$ cat src/rtl/imm_pkg.sv
// Shared immediate-select encodings for the decode stage and its bench.
// Compressed formats (IMM_CI, IMM_CJ) only decode when IMM_DECODE_RVC_EN is defined.
package imm_pkg;

    typedef logic [3:0] imm_sel_t;

    localparam imm_sel_t IMM_I     = 4'd0;
    localparam imm_sel_t IMM_S     = 4'd1;
    localparam imm_sel_t IMM_B     = 4'd2;
    localparam imm_sel_t IMM_U     = 4'd3;
    localparam imm_sel_t IMM_J     = 4'd4;
    localparam imm_sel_t IMM_SHAMT = 4'd5;
    localparam imm_sel_t IMM_ZIMM  = 4'd6;
    localparam imm_sel_t IMM_CI    = 4'd7;
    localparam imm_sel_t IMM_CJ    = 4'd8;

endpackage

$ cat src/rtl/imm_format.sv
// Combinational immediate extraction: instr + sel -> XLEN immediate and illegal-select flag.
// Config macro: IMM_DECODE_RVC_EN enables the CI and CJ compressed formats.
module imm_format
    import imm_pkg::*;
#(
    parameter int XLEN = 32
) (
    input  logic [31:0]     instr,
    input  imm_sel_t        sel,
    output logic [XLEN-1:0] imm,
    output logic            err
);

    // Signed fields sign-extend automatically when cast up to XLEN.
    logic signed [11:0] w_i;
    logic signed [11:0] w_s;
    logic signed [12:0] w_b;
    logic signed [31:0] w_u;
    logic signed [20:0] w_j;
    logic        [5:0]  w_shamt;
    logic        [4:0]  w_zimm;
    logic               w_unused;

    assign w_i      = instr[31:20];
    assign w_s      = {instr[31:25], instr[11:7]};
    assign w_b      = {instr[31], instr[7], instr[30:25], instr[11:8], 1'b0};
    assign w_u      = {instr[31:12], 12'b0};
    assign w_j      = {instr[31], instr[19:12], instr[20], instr[30:21], 1'b0};
    assign w_shamt  = (XLEN == 64) ? instr[25:20] : {1'b0, instr[24:20]};
    assign w_zimm   = instr[19:15];
    assign w_unused = ^instr[6:0];

`ifdef IMM_DECODE_RVC_EN
    logic signed [5:0]  w_ci;
    logic signed [11:0] w_cj;

    assign w_ci = {instr[12], instr[6:2]};
    assign w_cj = {instr[12], instr[8], instr[10:9], instr[6], instr[7],
                   instr[2], instr[11], instr[5:3], 1'b0};
`endif

    always_comb begin
        imm = '0;
        err = 1'b0;
        case (sel)
            IMM_I:     imm = XLEN'(w_i);
            IMM_S:     imm = XLEN'(w_s);
            IMM_B:     imm = XLEN'(w_b);
            IMM_U:     imm = XLEN'(w_u);
            IMM_J:     imm = XLEN'(w_j);
            IMM_SHAMT: imm = XLEN'(w_shamt);
            IMM_ZIMM:  imm = XLEN'(w_zimm);
`ifdef IMM_DECODE_RVC_EN
            IMM_CI:    imm = XLEN'(w_ci);
            IMM_CJ:    imm = XLEN'(w_cj);
`endif
            default:   err = 1'b1;
        endcase
    end

endmodule

$ cat src/rtl/imm_decode_stage.sv
// Immediate decode stage: combinational format extraction feeding a 2-entry in-order result buffer.
// Config macro: IMM_DECODE_RVC_EN (forwarded to imm_format) adds the CI/CJ formats.
module imm_decode_stage
    import imm_pkg::*;
#(
    parameter int XLEN  = 32,
    parameter int TAG_W = 5
) (
    input  logic             clk,
    input  logic             rst_n,
    input  logic             in_valid,
    output logic             in_ready,
    input  logic [31:0]      in_instr,
    input  imm_sel_t         in_sel,
    input  logic [TAG_W-1:0] in_tag,
    output logic             out_valid,
    input  logic             out_ready,
    output logic [XLEN-1:0]  out_imm,
    output logic [TAG_W-1:0] out_tag,
    output logic             out_err
);

    logic [XLEN-1:0]  w_imm;
    logic             w_err;
    logic             w_accept;
    logic             w_consume;

    logic [1:0]       r_cnt;
    logic [XLEN-1:0]  r_imm [2];
    logic [TAG_W-1:0] r_tag [2];
    logic             r_err [2];

    imm_format #(.XLEN(XLEN)) u_imm_format (
        .instr (in_instr),
        .sel   (in_sel),
        .imm   (w_imm),
        .err   (w_err)
    );

    // Handshakes: a transfer happens on a rising edge where valid && ready; ready comes only from r_cnt.
    assign in_ready  = (r_cnt < 2'd2);
    assign out_valid = (r_cnt != 2'd0);
    assign w_accept  = in_valid && in_ready;
    assign w_consume = out_valid && out_ready;

    assign out_imm = out_valid ? r_imm[0] : '0;
    assign out_tag = out_valid ? r_tag[0] : '0;
    assign out_err = out_valid ? r_err[0] : 1'b0;

    // Entry 0 is always the head; a pop shifts entry 1 down.
    always_ff @(posedge clk) begin
        if (!rst_n) begin
            r_cnt <= 2'd0;
            for (int i = 0; i < 2; i++) begin
                r_imm[i] <= '0;
                r_tag[i] <= '0;
                r_err[i] <= 1'b0;
            end
        end else begin
            case (r_cnt)
                2'd0: begin
                    if (w_accept) begin
                        r_imm[0] <= w_imm;
                        r_tag[0] <= in_tag;
                        r_err[0] <= w_err;
                        r_cnt    <= 2'd1;
                    end
                end
                2'd1: begin
                    if (w_accept && w_consume) begin
                        r_imm[0] <= w_imm;
                        r_tag[0] <= in_tag;
                        r_err[0] <= w_err;
                    end else if (w_consume) begin
                        r_cnt <= 2'd0;
                    end else if (w_accept) begin
                        r_imm[1] <= w_imm;
                        r_tag[1] <= in_tag;
                        r_err[1] <= w_err;
                        r_cnt    <= 2'd2;
                    end
                end
                default: begin
                    if (w_consume) begin
                        r_imm[0] <= r_imm[1];
                        r_tag[0] <= r_tag[1];
                        r_err[0] <= r_err[1];
                        r_cnt    <= 2'd1;
                    end
                end
            endcase
        end
    end

endmodule

$ cat config.mk
export PLATFORM = sky130hd
export DESIGN_NAME = imm_decode_stage
export DESIGN_NICKNAME = d
export VERILOG_FILES = /design/src/rtl/imm_pkg.sv /design/src/rtl/imm_format.sv /design/src/rtl/imm_decode_stage.sv
export SDC_FILE = /design/constraint.sdc
export NUM_CORES = 1
export LEC_CHECK = 0
export CORE_MARGIN = 2
export CORE_UTILIZATION = 35
export DETAILED_ROUTE_END_ITERATION = 8
export SYNTH_ARGS = -nofsm -noshare
export SYNTH_HDL_FRONTEND = slang
export SYNTH_SLANG_ARGS = --single-unit
$ cat constraint.sdc
create_clock -name clk -period 5.35 [get_ports clk]
set_clock_uncertainty 0.15 [all_clocks]
set_input_delay 1.07 -clock clk [delete_from_list [all_inputs] [get_ports clk]]
set_output_delay 1.07 -clock clk [all_outputs]
set_load 0.05 [all_outputs]
==> results.md, run 1 <==
- Total core area: 10300 sq um
- Die W: 107 um
- 1st-iter DRT viols: 100
- # fillers: 994
- Switching power total: 352 uW
- Pint: 955 uW
- Lkg Pwr: 0.00193 uW
- DRT antenna net count: 0
- ANT cells: 0
- Total chip power: 1310 uW
- #FFs+latches synth: 78
- Area Overhead vs Synth: 28.3%
- Later-pin clock latency in the skew report: 0.34 ns
- Slew headroom: 0.225
- Initial antenna violation count: 0
- Worst slew pin tran: 1.16 ns
- CP peak stage delay: 0.72 ns
- Cells after DPL: 516
- Logic pwr share: 0.153
- Unique masters post-synth: 34
- TritonCTS buffer count: 9
- EDFF count, synth: 76
- Max Cap Viol: 0
- Setup TNS: 0 ns
- Congestion Overflow GR: 0
- CP Data Arrival Time: 2.58 ns
- Row cnt: 37
- Post-CTS sizing: 0
- Worst Setup End Kind: output port
- Outcome: completed
- Nets: 436
- Area of the multi-input gates: 1320 sq um
- Max-slew violations: 0
- Placer congestion estimate: 0.875
- DRT Wirelength: 8300 um
- Fraction of registers with async set/reset: 0
- Post-synthesis net count: 368
- Crit-path cells: nor2_2 > buf_4 > nor2b_1 > clkdlybuf4s50_1
- Clock Tree Buf Depth: 2
- CTS clock-pin slew for the worst setup and hold paths: 0.08 ns
- Final std cells w/o fill: 532
- DRC: 0
- Setup CP Type: reg2out
- Pin count of the biggest net entering global routing: 32
- # Post-CTS Setup Buffers: 0
- Hold Crit Class: reg2reg
- HPWL after detailed placement: 5580 um
- # setup viols final: 0
- Cell Area, Synth: 3730 sq um
- H-tree depth: 3
- Post-route cell area: 4790 sq um
- Clock Power Share: 0.295
- Startpoint types: flip-flop
- Register Area: 2320 sq um
- GR Util All Layers: 0.147
- Share of cells above drive strength 1: 0.0657
- Sequential share of power: 0.552
- First-pass GRT wire length: 13000 um
- Hold_buf cts: 0
- Peak Freq: 263 MHz
- Port Buffer Count: 77
- Slowest cell on crit path: clkdlybuf4s50_1
- Die H: 107 um
- DRT Pass-1 Iters: 5
- Critical Path RT: 4.13 ns
- RSZ-0062 raised after global routing: false
- CTS tree: built
- Die Area: 11500 sq um
- Sw Share: 0.269
- Number of global-route vias before repair: 2601
- Starting Density: 0.362
- Via density: 5.11
- CTS Root Cell: clkbuf_8
- Avg Inst Size Synth: 11.6 sq um
- PwrDens: 273 nW/um^2
- # IOs: 85
- Syn Inst Count: 323
- Period minus WS final: 3.80 ns
- Fin. Hold Viols: 0
- Drt wl/cell: 15.6 um
- Post-synth top flop: edfxtp_1
- Post-place instance area: 4630 sq um
- Ys Warns: 0
- Crit-path max FO: 25
- DR vias: 2716
- Sequential fraction of the synthesis area: 0.622
- Tcrit/Tclk final: 0.710
- Worst VDD drop: 0.140 mV
- Clock Sinks: 78
## final timing paths
path	startpoint	end	slack, ns	cells after the start
worst max register to register	r_cnt[1]	r_imm[0][8]	2.80	4
worst max-delay path	r_cnt[1]	out_imm[15]	1.55	4
worst min register to register	r_tag[1][2]	r_tag[0][2]	0.37	1
worst min-delay path	r_tag[1][2]	r_tag[0][2]	0.37	1
## cell usage after synthesis (2+ instances only)
master | count | area share
and3_1 | 3 | 0.0050
buf_2 | 5 | 0.0067
nand2_1 | 44 | 0.044
a211oi_1 | 3 | 0.0060
buf_1 | 2 | 0.0020
nor2b_1 | 40 | 0.067
inv_1 | 4 | 0.0040
a31oi_1 | 18 | 0.030
nor2_1 | 13 | 0.013
or3b_1 | 2 | 0.0047
a21oi_1 | 8 | 0.011
a21o_1 | 23 | 0.046
clkbuf_1 | 16 | 0.016
and2_1 | 12 | 0.020
nand3_1 | 14 | 0.019
dfxtp_1 | 2 | 0.011
o21ai_0 | 8 | 0.011
o21ai_1 | 4 | 0.0054
mux2i_1 | 3 | 0.0080
nand3b_1 | 10 | 0.020
edfxtp_1 | 76 | 0.61
## per-stage QoR
stage | hold WS [ns] | setup WS, ns | utilization
4_1_cts | 0.374 | 1.44 | 0.464
3_5_place_dp | 0.354 | 1.55 | 0.448
6_report | 0.373 | 1.55 | 0.464
3_3_place_gp | 0.352 | 1.61 | 0.448
5_1_grt | 0.382 | 1.32 | 0.464
2_1_floorplan | 0.344 | 0.787 | -
## per-layer routing
metal  global-route usage  vias to the layer above  share of wire
li1                     -                     1301              -
met1                0.210                     1294           0.48
met2                0.222                      109           0.44
met3               0.0345                       12          0.071
met4               0.0482                        0          0.018
met5                    0                        -              0
## sequential cells by signal (all words and copies together), names as in the netlist
signal  flops
r_cnt       2
r_err       2
r_imm      64
r_tag      10
## cells by family (layout without fill, tap and decap cells)
group                      after synthesis  count (layout)  synth area share
buffers and inverters                   28             101            0.0318
adders and majority gates                1               1           0.00268
muxes                                    3               3           0.00804
and+or+nand+nor                        145             145             0.212
DFF                                     78              78             0.622
xor gates and xnor gates                 1               1           0.00235
AOI/OAI and AO/OA                       67              67             0.121
## power by group through the flow
stage	sequential (uW)	clock (uW)	combinational, uW
after CTS	722	396	202
after global routing	725	421	214
after floorplan	735	0	120
after detailed placement	736	0	201
after global placement	735	0	199
final	721	386	200
## cells in the final DEF (no fill, tap or decap), types with 9 or more instances in the layout
cell              n
edfxtp_1         76
nand3b_1         10
and2_1           12
nand2_1          44
clkbuf_8          9
nor2_1           12
a31oi_1          18
nand3_1          14
a21o_1           23
nor2b_1          40
clkdlybuf4s50_1  77
## layout make-up
cell class | count | share of cell area
clock inverters | 6 | 0.00809
well taps | 136 | 0.0355
clock buffers | 10 | 0.0266
repair buffers | 81 | 0.167
multi-input cells | 217 | 0.275
inverters | 4 | 0.00313
flip-flops and latches | 78 | 0.484
## critical path: cells and delay by family, from the launching register on
family                 cells  cell delay (ns)
buffers and inverters      2             1.11
DFF                        1             0.41
and+or+nand+nor            2             0.70
(Power assumes the default switching activity.)
==> run 2: changes to the inputs <==
==> constraint.sdc (replaced) <==
create_clock -name clk -period 3.84 [get_ports clk]
set_clock_uncertainty 0.15 [all_clocks]
set_input_delay 0.768 -clock clk [delete_from_list [all_inputs] [get_ports clk]]
set_output_delay 0.768 -clock clk [all_outputs]
set_load 0.05 [all_outputs]
==> run 2 against run 1 <==
Compared with the run above:
- global-route usage grew 0.46 points
- die area is the same
- combinational power grew 41%
- utilization grew 0.29 points
- critical path type unchanged
- critical endpoint unchanged
- highest routed layer unchanged
==> results.md, run 2 (synthesized netlist as in run 1, its figures left out) <==
- Outcome: completed (unchanged)
- Via density: 5.13 (was 5.11)
- # IOs: 85 (unchanged)
- Buf+Inv Stages, Crit Path: 2 (unchanged)
- CP Data Arrival Time: 2.39 ns (was 2.58 ns)
- Max reg flops: 64 (unchanged)
- Biggest regs: r_imm: 64 flops, r_tag: 10 flops (unchanged)
- Area Overhead vs Synth: 29.1% (was 28.3%)
- Clock Power Share: 0.284 (was 0.295)
- Max-slew violations: 0 (unchanged)
- Worst slew pin tran: 0.654 ns (was 1.16 ns)
- PwrDens: 373 nW/um^2 (was 273 nW/um^2)
- Placer congestion estimate: 0.865 (was 0.875)
- Switching power total: 474 uW (was 352 uW)
- Critical Path Stages: 4 (unchanged)
- Number of global-route vias before repair: 2645 (was 2601)
- Setup TNS: 0 ns (unchanged)
- Largest reg by FF count: r_imm (unchanged)
- RSZ-0062 raised after global routing: false (unchanged)
- Initial antenna violation count: 0 (unchanged)
- Logic pwr share: 0.157 (was 0.153)
- Period minus WS final: 3.30 ns
- Sequential share of power: 0.559 (was 0.552)
- H-tree depth: 3 (unchanged)
- DRT Wirelength: 8410 um (was 8300 um)
- Sw Share: 0.263 (was 0.269)
- # setup viols final: 0 (unchanged)
- Tcrit/Tclk final: 0.861
- 1st-iter DRT viols: 153 (was 100)
- Hold depth: 1 (unchanged)
- Startpoint types: flip-flop (unchanged)
- DRT antenna net count: 0 (unchanged)
- Most frequent cells in the layout: clkdlybuf4s50_1 (77), edfxtp_1 (76), nand2_1 (44), nor2b_1 (40), a21o_1 (23) (unchanged)
- HPWL after detailed placement: 5570 um (was 5580 um)
- DR vias: 2745 (was 2716)
- # fillers: 978 (was 994)
- First-pass GRT wire length: 13500 um (was 13000 um)
- Most common cell after layout, fill and taps aside: clkdlybuf4s50_1 (unchanged)
- CTS Root Cell: clkbuf_8 (unchanged)
- Lkg Pwr: 0.00195 uW (was 0.00193 uW)
- Delay-heaviest family, CP: buffers and inverters (unchanged)
- Crit-path cells: nor2_2 > buf_12 > nor2b_1 > clkdlybuf4s50_1 (was nor2_2 > buf_4 > nor2b_1 > clkdlybuf4s50_1)
- Slew headroom: 0.564 (was 0.225)
- Worst Setup End Kind: output port (unchanged)
- Pin count of the biggest net entering global routing: 39 (was 32)
- Reg2Reg Depth: 4 (unchanged)
- Die H: 107 um (unchanged)
- Hold Crit Class: reg2reg (unchanged)
- Row cnt: 37 (unchanged)
- Die Area: 11500 sq um (unchanged)
- Setup CP Type: reg2out (unchanged)
- Nets: 440 (was 436)
- Total core area: 10300 sq um (unchanged)
- Starting Density: 0.362 (unchanged)
- Critical Path RT: 2.92 ns (was 4.13 ns)
- Share of cells above drive strength 1: 0.0702 (was 0.0657)
- Area of the multi-input gates: 1320 sq um (unchanged)
- GR Util All Layers: 0.152 (was 0.147)
- DRT Pass-1 Iters: 4 (was 5)
- Worst VDD drop: 0.195 mV (was 0.140 mV)
- Hold_buf cts: 0 (unchanged)
- CTS clock-pin slew for the worst setup and hold paths: 0.08 ns (about the same)
- Post-CTS sizing: 0 (unchanged)
- Peak Freq: 303 MHz
- Congestion Overflow GR: 0 (unchanged)
- Max Cap Viol: 0 (unchanged)
- CTS tree: built (unchanged)
- Slowest cell on crit path: clkdlybuf4s50_1 (unchanged)
- Register Area: 2320 sq um (unchanged)
- Die W: 107 um (unchanged)
- Crit-path max FO: 28 (was 25)
- Clock Sinks: 78 (unchanged)
- CP peak stage delay: 0.71 ns (was 0.72 ns)
- Pint: 1330 uW (was 955 uW)
- DRC: 0 (unchanged)
- Port Buffer Count: 77 (unchanged)
- ANT cells: 0 (unchanged)
- # Post-CTS Setup Buffers: 0 (unchanged)
- Fin. Hold Viols: 0 (unchanged)
- Drt wl/cell: 15.7 um (was 15.6 um)
- Later-pin clock latency in the skew report: 0.33 ns (was 0.34 ns)
- Fin util: 0.467 (was 0.464)
- TritonCTS buffer count: 9 (unchanged)
- Clock Tree Buf Depth: 2 (unchanged)
## run 2: per-stage QoR
step,total power [uW],hold WS [ns],std cells,setup WS [ns],instance area [sq um]
after floorplan,1190,0.344,323,0.577,3730
after global placement,1300,0.352,520,0.721,4670
after detailed placement,1310,0.354,520,0.666,4670
after CTS,1820,0.373,535,0.487,4820
after global routing,1880,0.388,535,0.361,4820
final,1800,0.370,535,0.535,4820
## run 2: area by class of cell
| class | count | area share |
|---|---|---|
| clock buffer | 9 | 0.0257 |
| clock inverter | 6 | 0.00623 |
| tap | 136 | 0.0353 |
| multi-input combinational | 217 | 0.273 |
| inverter | 4 | 0.00311 |
| timing repair buffer | 85 | 0.175 |
| sequential | 78 | 0.481 |
## run 2: final timing paths
check                                   from  slack, ns           end
worst max register to register      r_cnt[1]       1.58  r_imm[0][14]
worst max-delay path                r_cnt[1]       0.54   out_imm[15]
worst min register to register  r_imm[1][10]       0.37  r_imm[0][10]
worst min-delay path            r_imm[1][10]       0.37  r_imm[0][10]
## run 2: power by group through the flow
stage	clock network [uW]	logic (uW)	registers, uW
6_report	510	283	1010
5_1_grt	560	305	1010
4_1_cts	529	286	1010
3_5_place_dp	0	285	1030
3_3_place_gp	0	281	1020
2_1_floorplan	0	168	1020
## run 2: worst reg2reg max path, cell delays in order, from the launching register on
cell	delay [ns]
dfxtp_1	0.41
nor2_2	0.57
nor2_1	0.15
o21ai_4	0.14
buf_4	0.46
## run 2: metal layers
metal,part of all wire,GRT usage,vias up
li1,-,-,1311
met1,0.47,0.211,1336
met2,0.46,0.236,87
met3,0.059,0.0363,11
met4,0.015,0.0464,0
met5,0,0,-
